==> config.mk <==
export PLATFORM = sky130hd
export DESIGN_NAME = apb_cmd_initiator
export DESIGN_NICKNAME = d
export VERILOG_FILES = /design/src/rtl/apb_cmd_pkg.sv /design/src/rtl/apb_wait_timer.sv /design/src/rtl/apb_cmd_initiator.sv
export SDC_FILE = /design/constraint.sdc
export NUM_CORES = 1
export LEC_CHECK = 0
export BUFFER_PORTS_ARGS = -buffer_cell sky130_fd_sc_hd__buf_4
export CORE_MARGIN = 2
export CORE_UTILIZATION = 40
export DETAILED_ROUTE_END_ITERATION = 10
export PLACE_DENSITY = 0.8
export SLEW_MARGIN = 5
export SYNTH_ARGS = -nofsm -noshare
export SYNTH_HDL_FRONTEND = slang
export SYNTH_SLANG_ARGS = --single-unit
==> constraint.sdc <==
create_clock -name clk -period 1.3 [get_ports clk]
set_clock_uncertainty 0.05 [all_clocks]
set_input_delay 0.26 -clock clk [delete_from_list [all_inputs] [get_ports clk]]
set_output_delay 0.26 -clock clk [all_outputs]
set_load 0.05 [all_outputs]
==> src/rtl/apb_cmd_pkg.sv <==
// Shared types and constants for the byte-stream-to-APB initiator.
// The optional timeout path is enabled with the APB_TIMEOUT_EN macro.
package apb_cmd_pkg;

  typedef enum logic [2:0] {
    IDLE,
    GET_DATA,
    SETUP,
    ACCESS,
    RESP
  } state_t;

  // Command byte layout: bit7 = write, bits6:5 reserved, bits4:0 = address.
  localparam int CMD_WRITE_BIT = 7;
  localparam int CMD_ADDR_MSB  = 4;
  localparam int CMD_ADDR_LSB  = 0;

  localparam logic [7:0] RSP_WRITE_OK = 8'h00;
  localparam logic [7:0] RSP_ERR      = 8'hFF;

endpackage

==> src/rtl/apb_wait_timer.sv <==
// Load/count/expire down-counter bounding APB ACCESS wait states.
// Only instantiated when APB_TIMEOUT_EN is defined.
module apb_wait_timer #(
  parameter int WIDTH = 8
) (
  input  logic             clk,
  input  logic             rst,
  input  logic             load,
  input  logic [WIDTH-1:0] load_value,
  input  logic             en,
  output logic             expired
);

  logic [WIDTH-1:0] count_reg;
  logic [WIDTH-1:0] count_next;

  always_comb begin
    count_next = count_reg;
    if (load) begin
      count_next = load_value;
    end else if (en && (count_reg != '0)) begin
      count_next = count_reg - 1'b1;
    end
  end

  always_ff @(posedge clk) begin
    if (rst) begin
      count_reg <= '0;
    end else begin
      count_reg <= count_next;
    end
  end

  assign expired = (count_reg == '0);

endmodule

==> src/rtl/apb_cmd_initiator.sv <==
// Byte-stream command front end driving one APB3 transfer per command.
// Define APB_TIMEOUT_EN to abandon transfers whose PREADY never arrives.
module apb_cmd_initiator
  import apb_cmd_pkg::*;
#(
  parameter int ADDR_W         = 5,
  parameter int DATA_W         = 8,
  parameter int TIMEOUT_CYCLES = 255
) (
  input  logic              clk,
  input  logic              rst,
  input  logic              cmd_valid,
  output logic              cmd_ready,
  input  logic [DATA_W-1:0] cmd_data,
  output logic              rsp_valid,
  input  logic              rsp_ready,
  output logic [DATA_W-1:0] rsp_data,
  output logic              rsp_err,
  output logic              PRESETn,
  output logic              PSEL,
  output logic              PENABLE,
  output logic              PWRITE,
  output logic [ADDR_W-1:0] PADDR,
  output logic [DATA_W-1:0] PWDATA,
  input  logic [DATA_W-1:0] PRDATA,
  input  logic              PREADY
);

  state_t              state_reg;
  state_t              state_next;
  logic                pwrite_reg;
  logic [ADDR_W-1:0]   paddr_reg;
  logic [DATA_W-1:0]   pwdata_reg;
  logic [DATA_W-1:0]   rsp_data_reg;
  logic                timed_out;
  logic                unused_rsvd;

  assign unused_rsvd = ^cmd_data[6:5];

`ifdef APB_TIMEOUT_EN
  localparam int TMR_W = $clog2(TIMEOUT_CYCLES + 1);
  logic tmr_expired;
  logic rsp_err_reg;

  // Loaded with TIMEOUT_CYCLES-1 so it reads zero during the last allowed ACCESS cycle.
  apb_wait_timer #(.WIDTH(TMR_W)) u_wait_timer (
    .clk        (clk),
    .rst        (rst),
    .load       (state_reg == SETUP),
    .load_value (TMR_W'(TIMEOUT_CYCLES - 1)),
    .en         (state_reg == ACCESS),
    .expired    (tmr_expired)
  );

  assign timed_out = (state_reg == ACCESS) && !PREADY && tmr_expired;

  always_ff @(posedge clk) begin
    if (rst) begin
      rsp_err_reg <= 1'b0;
    end else if (state_reg == ACCESS) begin
      if (PREADY) begin
        rsp_err_reg <= 1'b0;
      end else if (timed_out) begin
        rsp_err_reg <= 1'b1;
      end
    end
  end

  assign rsp_err = rsp_err_reg;
`else
  localparam int unused_timeout = TIMEOUT_CYCLES;
  assign timed_out = 1'b0;
  assign rsp_err   = 1'b0;
`endif

  always_comb begin
    state_next = state_reg;
    case (state_reg)
      IDLE:     if (cmd_valid) state_next = cmd_data[CMD_WRITE_BIT] ? GET_DATA : SETUP;
      GET_DATA: if (cmd_valid) state_next = SETUP;
      SETUP:    state_next = ACCESS;
      ACCESS:   if (PREADY || timed_out) state_next = RESP;
      RESP:     if (rsp_ready) state_next = IDLE;
      default:  state_next = IDLE;
    endcase
  end

  always_ff @(posedge clk) begin
    if (rst) begin
      state_reg    <= IDLE;
      pwrite_reg   <= 1'b0;
      paddr_reg    <= '0;
      pwdata_reg   <= '0;
      rsp_data_reg <= '0;
    end else begin
      state_reg <= state_next;
      if ((state_reg == IDLE) && cmd_valid) begin
        pwrite_reg <= cmd_data[CMD_WRITE_BIT];
        paddr_reg  <= ADDR_W'(cmd_data[CMD_ADDR_MSB:CMD_ADDR_LSB]);
      end
      if ((state_reg == GET_DATA) && cmd_valid) begin
        pwdata_reg <= cmd_data;
      end
      // PRDATA is only trusted in the ACCESS cycle that completes the transfer.
      if (state_reg == ACCESS) begin
        if (PREADY) begin
          rsp_data_reg <= pwrite_reg ? DATA_W'(RSP_WRITE_OK) : PRDATA;
        end else if (timed_out) begin
          rsp_data_reg <= DATA_W'(RSP_ERR);
        end
      end
    end
  end

  assign cmd_ready = (state_reg == IDLE) || (state_reg == GET_DATA);
  assign rsp_valid = (state_reg == RESP);
  assign PSEL      = (state_reg == SETUP) || (state_reg == ACCESS);
  assign PENABLE   = (state_reg == ACCESS);
  assign PWRITE    = pwrite_reg;
  assign PADDR     = paddr_reg;
  assign PWDATA    = pwdata_reg;
  assign rsp_data  = rsp_data_reg;
  assign PRESETn   = ~rst;

endmodule

==> results of run 1 <==
[placed cells by master, fill, tap and decap left out]
| cell | netlist | final |
|---|---|---|
| a21oi_1 | 11 | 8 |
| a21oi_2 | 0 | 3 |
| a311o_1 | 1 | 1 |
| and2_4 | 0 | 1 |
| and4b_2 | 0 | 1 |
| and4bb_4 | 0 | 1 |
| buf_4 | 2 | 51 |
| buf_6 | 2 | 10 |
| buf_8 | 0 | 2 |
| clkbuf_4 | 0 | 3 |
| clkinv_2 | 0 | 1 |
| conb_1 | 1 | 1 |
| dfxtp_1 | 25 | 21 |
| dfxtp_4 | 0 | 4 |
| inv_1 | 3 | 1 |
| inv_2 | 0 | 1 |
| inv_4 | 0 | 1 |
| mux2i_1 | 14 | 14 |
| nand2_1 | 8 | 8 |
| nand2b_1 | 1 | 1 |
| nand3b_1 | 8 | 8 |
| nand4b_1 | 1 | 1 |
| nor2_1 | 16 | 15 |
| nor2_4 | 0 | 1 |
| nor3_1 | 1 | 1 |
| nor3b_4 | 0 | 1 |
| nor4b_4 | 1 | 1 |
| o21ai_0 | 1 | 1 |
| o221a_2 | 1 | 1 |
| or3b_2 | 1 | 1 |
[kinds of logic (layout without fill, tap and decap cells)]
kind of cell	Yosys count	count (layout)	synth area share, %
flip-flops	25	25	48.37
multiplexers	14	14	13.54
other	1	1	0.3624
AND/OR/NAND/NOR	41	41	23.10
AO/OA/AOI/OAI	14	14	7.859
buffers and inverters	12	70	6.770
[cell type report]
cell class / instances / area share (%)
Timing Repair Buffer: 63 / 32.41
Sequential cell: 25 / 31.79
Clock inverter: 1 / 0.3086
Clock buffer: 3 / 1.389
Multi-Input combinational cell: 70 / 30.94
Inverter: 3 / 0.8488
Tap cell: 30 / 2.315
[metal layers]
layer  vias to the layer above  share of wire (%)  global-route usage, %
met3                         5                6.7                  3.005
met1                       459                 39                  22.20
li1                        479                  -                      -
met5                         -                  0                      0
met4                         0                1.5                  2.500
met2                        37                 52                  31.55
[metrics by stage]
stage | setup WS (ns) | area, um^2 | hold slack, ns | TNS (ns)
floorplan | -0.1092 | 1067 | 0.3572 | -0.4963
global placement | -0.03803 | 1450 | 0.3895 | -0.4361
detailed placement | -0.1405 | 1450 | 0.3987 | -1.448
CTS | -0.2574 | 1546 | 0.1080 | -2.198
global route | -0.2751 | 1622 | 0.08059 | -4.208
finish | -0.2240 | 1622 | 0.09393 | -3.048
[critical path, cell delays in order (launching register included)]
cell	delay, ns
dfxtp_4	0.38
buf_6	0.12
nor2_4	0.10
and2_4	0.15
buf_8	0.13
[path summary, 6_finish.rpt]
kind	from	to	slack, ns	cells after the start
max	state_reg[2]	PENABLE	-0.22	4
min	rst	rsp_data[2]	0.09	2
max reg2reg	state_reg[1]	PWDATA[7]	-0.18	5
min reg2reg	rsp_data[3]	rsp_data[3]	0.42	2
[power by group]
part | switching [mW] | internal, mW | total (mW)
registers | 0.0298 | 0.801 | 0.831
logic | 0.274 | 0.223 | 0.497
clock network | 0.242 | 0.115 | 0.357
[cell usage after synthesis (all sizes together) (3+ instances only)]
cell | number | area (um^2)
nor2 | 16 | 60.06
buf | 5 | 42.53
inv | 3 | 11.26
a21oi | 11 | 55.05
mux2i | 14 | 140.1
dfxtp | 25 | 500.5
nand3b | 8 | 60.06
nand2 | 8 | 30.03
clkbuf | 4 | 16.26
[what timing repair did]
action | CTS | global route
buffers inserted | 3 | 6
resized for setup | 16 | 12
pin swaps | 3 | 16
endpoints found under the setup margin | 24 | 28
hold endpoints to repair | 0 | 0
hold buffers | 0 | 0
==> reports/qor.yml, run 1 <==
status: "finished, violations left"
violations: "setup timing"
detail_route.drc_violations: 0
latest_clock_arrival_within_the_worst_skew_pair_ns: 0.33
fin_crit_sh_pct: 117.2
number_of_global_route_vias_before_repair: 840
die_y_um: 54.86
end_kind: "output pin"
power_density_mw_per_mm2: 1040
track_usage_pct: 17.59
fraction_of_registers_with_async_set_or_reset_after_synthesis_pct: 0
max_clock_freq_mhz: 656.2
route.detailed.wl_per_inst_um: 14.13
wp_data_required_ns: 0.99
dpl.cell_count: 183
netlist_instances: 107
irDropWorstVdd_uv: 881.1
crit_path_max_fanout: 4
total_power_consumption_of_the_routed_design_mw: 1.686
ys_warn_count: 0
final_hold_viol_count: 0
synth_area_mm2: 0.001035
critical_path.startpoint_type: "flip-flop"
number_of_synthesized_flops_with_an_enable_pin: 0
post_route_cells_drive_above_1_share_pct: 50.91
grt-ovfl-total: 0
routed_wirelength_um: 2756
die_area_mm2: 0.003010
area_growth_pct: 56.71
count_of_vias_placed_by_the_detailed_router: 980
post_drt_via_cell_ratio: 5.026
cts_tree: "yes"
worst_slack_ns: -0.2240
place.detailed.hpwl_um: 1982
fin_crit_ns: 1.524
grt_start_max_net_pins: 20
placeableCoreArea_mm2: 0.002455
rsz0062_at_grt: "yes"
crit_arrival_ns: 1.21
pleak_nw: 0.7051
timing_worst_setup_path_type: "reg -> out"
die_width_um: 54.86
fillerInstances: 195
synth-seq-area-share_pct: 48.37
synth_top_flop_cell: "dfxtp_1"
htree_levels: 1
buffer_ports.inserted: 47
drt_iter0_markers: 10
cts_num_sinks: 25
final_standard_cell_utilization_of_the_core_pct: 66.05
cap_viol_max_count: 0
cts.clk_slew.worst_paths_ns: 0.14
drtPass1Iterations: 4
diodes: 0
grt_first_pass_wirelength_um: 3815
postSynthAreaPerCell_um2: 9.670
design.final.nets: 187
mappedNetlistNets: 128
seqCellArea_um2: 515.5
count_of_cell_types_in_the_netlist: 25
holdCritPathClass: "in -> reg"
timing_max_transition_violations_final: 0
timing.final.setup_violations: 26
floorplan.initialDensity_pct: 42.15
drt.antenna.violating_nets: 0
post_layout_nonfiller_instances: 195
gp_congestion: 0.8118
boundaryPins: 49
synth.ff_latch_count: 25
cts_max_path_buffers: 2
multi_input_area_um2: 501.7
cts_buffers: 3
cts_root_buffer: "clkbuf_4"
std_cell_rows: 18
antenna_found_initial: 0
No activity file was read; power rests on OpenSTA's default activity.
==> run 2, diff against run 1 <==
CORE_MARGIN = 8   (was 2)
SYNTH_HIERARCHICAL = 1   (was default)
==> run 2 against run 1 <==
The run still ends with setup timing left. Worst setup slack better by 0.0045 ns. Largest power group unchanged. Global-route usage fell by 4.9 points. Final area rose by 1.5%. Sequential share of layout area shrank 0.48 points. First-iteration DRC count rose to 2.9 times the previous value. Critical endpoint unchanged. Clock power decreased by 7.3%. Non-clock buffer count increased by 2. Critical path depth unchanged.
==> reports/qor.yml, run 2 <==
total_power_consumption_of_the_routed_design_mw: 1.661  # -1.5%
die_width_um: 66.86  # +22%
boundaryPins: 49  # unchanged
count_of_vias_placed_by_the_detailed_router: 963  # -1.7%
synth_top_flop_cell: "dfxtp_1"
yosys-top-cells-area: "dfxtp_1 (48%), mux2i_1 (14%), nand3b_1 (5.8%), nor2_1 (5.8%), a21oi_1 (5.3%)"
detail_route.drc_violations: 0  # unchanged
r2r.worst_path.cells: 5  # unchanged
timing_max_transition_violations_final: 0  # unchanged
worst-path-buf-inv: 2  # unchanged
cts_root_buffer: "clkbuf_4"
cts_max_path_buffers: 2  # unchanged
latest_clock_arrival_within_the_worst_skew_pair_ns: 0.30  # -0.03 ns
synth_area_mm2: 0.001035  # unchanged
worstHoldStart: "cmd_data[6]"
irDropWorstVdd_uv: 779.3  # -12%
most_common_library_cell_in_the_layout_ignoring_fill_and_taps: "buf_4"
holdCritPathClass: "in -> reg"
antenna_found_initial: 0  # unchanged
cts_tree: "yes"
final_standard_cell_utilization_of_the_core_pct: 67.07  # +1.0 points
std_cell_rows: 18  # unchanged
routed_wirelength_um: 2773  # +0.62%
most_used_cells_in_the_layout_excluding_fill_and_tap_cells: "buf_4 (54), dfxtp_1 (21), mux2i_1 (14), nor2_1 (14), a21oi_1 (9)"
crit_slowest_cell: "dfxtp_4"
crit_path_max_incr_delay_ns: 0.38  # about the same
critical_path.startpoint_type: "flip-flop"
crit_path_max_fanout: 3  # -1
final_hold_viol_count: 0  # unchanged
regToRegEndpoint: "PADDR[1]"
fin_crit_ns: 1.519  # -0.004532 ns
timing_worst_setup_path_type: "reg -> out"
fraction_of_registers_with_async_set_or_reset_after_synthesis_pct: 0  # unchanged
placeableCoreArea_mm2: 0.002455  # unchanged
number_of_global_route_vias_before_repair: 1020  # +21%
gp_congestion: 0.8198  # +0.99%
place_ws_ns: -0.05660  # +0.08388 ns
grt-ovfl-total: 0  # unchanged
rsz0062_at_grt: "yes"
post_drt_via_cell_ratio: 4.888  # -2.7%
grt_first_pass_wirelength_um: 4533  # +19%
hold-path-endpoint: "PWDATA[6]"
drtPass1Iterations: 4  # unchanged
wp_data_required_ns: 0.99  # about the same
buffer_ports.inserted: 47  # unchanged
htree_levels: 1  # unchanged
area_growth_pct: 59.13
die_y_um: 66.86  # +22%
cp_cell_sequence: "buf_6, nor2_4, and2_4, buf_8"
pleak_nw: 0.7219  # +2.4%
postSynthAreaPerCell_um2: 9.670  # unchanged
cap_viol_max_count: 0  # unchanged
synth-seq-area-share_pct: 48.37  # unchanged
ys_warn_count: 6  # +6
place.detailed.hpwl_um: 2142  # +8.1%
dominant_cell_type_by_area_after_synthesis: "dfxtp_1"
crit-reg2reg-launch: "state_reg[2]"
diodes: 0  # unchanged
cts_num_sinks: 25  # unchanged
fillerInstances: 189  # -3.1%
reg2reg_setup_slack_ns: -0.06  # +0.12 ns
crit_arrival_ns: 1.21  # about the same
cts.hold.buffers_added: 0  # unchanged
end_kind: "output pin"
number_of_synthesized_flops_with_an_enable_pin: 0  # unchanged
placed_area_mm2: 0.001478  # +1.9%
violations: "setup timing"
power_density_mw_per_mm2: 1009  # -3.0%
post_route_cells_drive_above_1_share_pct: 52.10  # +1.2 points
drt_iter0_markers: 29  # +19
synth_commonest_cells: "dfxtp_1 (25), nor2_1 (16), mux2i_1 (14), a21oi_1 (11)"
worst_slack_ns: -0.2194  # +0.004532 ns
timing.final.setup_violations: 23  # -12%
fin_crit_sh_pct: 116.9  # -0.35 points
cts_buffers: 3  # unchanged
count_of_cell_types_in_the_netlist: 25  # unchanged
floorplan.initialDensity_pct: 42.15  # unchanged
route.detailed.wl_per_inst_um: 14.08  # -0.40%
critPathTopFamily: "flip-flops"
netlist_instances: 107  # unchanged
synth.ff_latch_count: 25  # unchanged
final_instance_area_mm2: 0.001647  # +1.5%
drt.antenna.violating_nets: 0  # unchanged
die_area_mm2: 0.004470  # +49%
mappedNetlistNets: 128  # unchanged
cts.clk_slew.worst_paths_ns: 0.13  # about the same
yosysTopAreaCellShare_pct: 48.37  # unchanged
design.final.nets: 189  # +1.1%
post-synth-top-count-cell: "dfxtp_1"
status: "finished, violations left"
grt_start_max_net_pins: 15  # -25%
hold_path_depth: 3  # +1
track_usage_pct: 12.69  # -4.9 points
max_clock_freq_mhz: 658.1  # +0.30%
==> run 2: cell counts after synthesis <==
No cell type changed its count.
==> run 2: area by class of cell <==
| cell class | count | area [um^2] | area share, % |
|---|---|---|---|
| repair buffers | 65 | 545.5 | 33.13 |
| flip-flops and latches | 25 | 515.5 | 31.31 |
| multi-input cells | 70 | 506.7 | 30.78 |
| well taps | 30 | 37.54 | 2.280 |
| clock buffers | 3 | 22.52 | 1.368 |
| inverters | 3 | 13.76 | 0.8359 |
| clock inverters | 1 | 5.005 | 0.3040 |
==> run 2: through the flow <==
step	hold slack [ns]	cells	setup TNS [ns]
final	0.1422	197	-1.529
after global routing	0.1391	197	-3.135
after CTS	0.1377	195	-1.620
after detailed placement	0.3984	185	-0.6989
after global placement	0.3885	185	0
after floorplan	0.3572	107	-0.4963
==> run 2: routing by layer <==
metal  vias up  track usage (%)  wire (um)
met1       450            13.63       1134
met5         -                0          0
met2        28            22.22       1401
met4         0            3.394         13
met3         2            5.369        223
li1        483                -          -
==> run 2: worst min-delay path, stage by stage <==
cell     delay [ns]
buf_4          0.08
mux2i_1        0.06
nor2_1         0.07
==> run 2: cell families after synthesis <==
kind of cell	synth area share, %
buf+inv	6.770
simple gates	23.10
other cells	0.3624
flops	48.37
compound gates	7.859
mux	13.54
==> run 2: worst max-delay path by stage <==
stage / depth (start not counted) / start / end
after detailed placement: 4 / state_reg[0] / rsp_data[7]
after global placement: 4 / state_reg[2] / rsp_data[7]
after CTS: 3 / state_reg[1] / rsp_valid
final: 4 / state_reg[2] / PENABLE
after floorplan: 4 / state_reg[1] / PENABLE
after global routing: 3 / state_reg[1] / rsp_valid
==> run 2: timing repair <==
item,4_1_cts,5_1_grt
resized for setup,21,5
pin swaps,16,9
buffers inserted,6,2
setup endpoints to repair,28,28
==> run 2: report_power, final <==
group | switching [mW] | internal (mW)
logic | 0.277 | 0.225
registers | 0.0269 | 0.801
clock network | 0.216 | 0.115
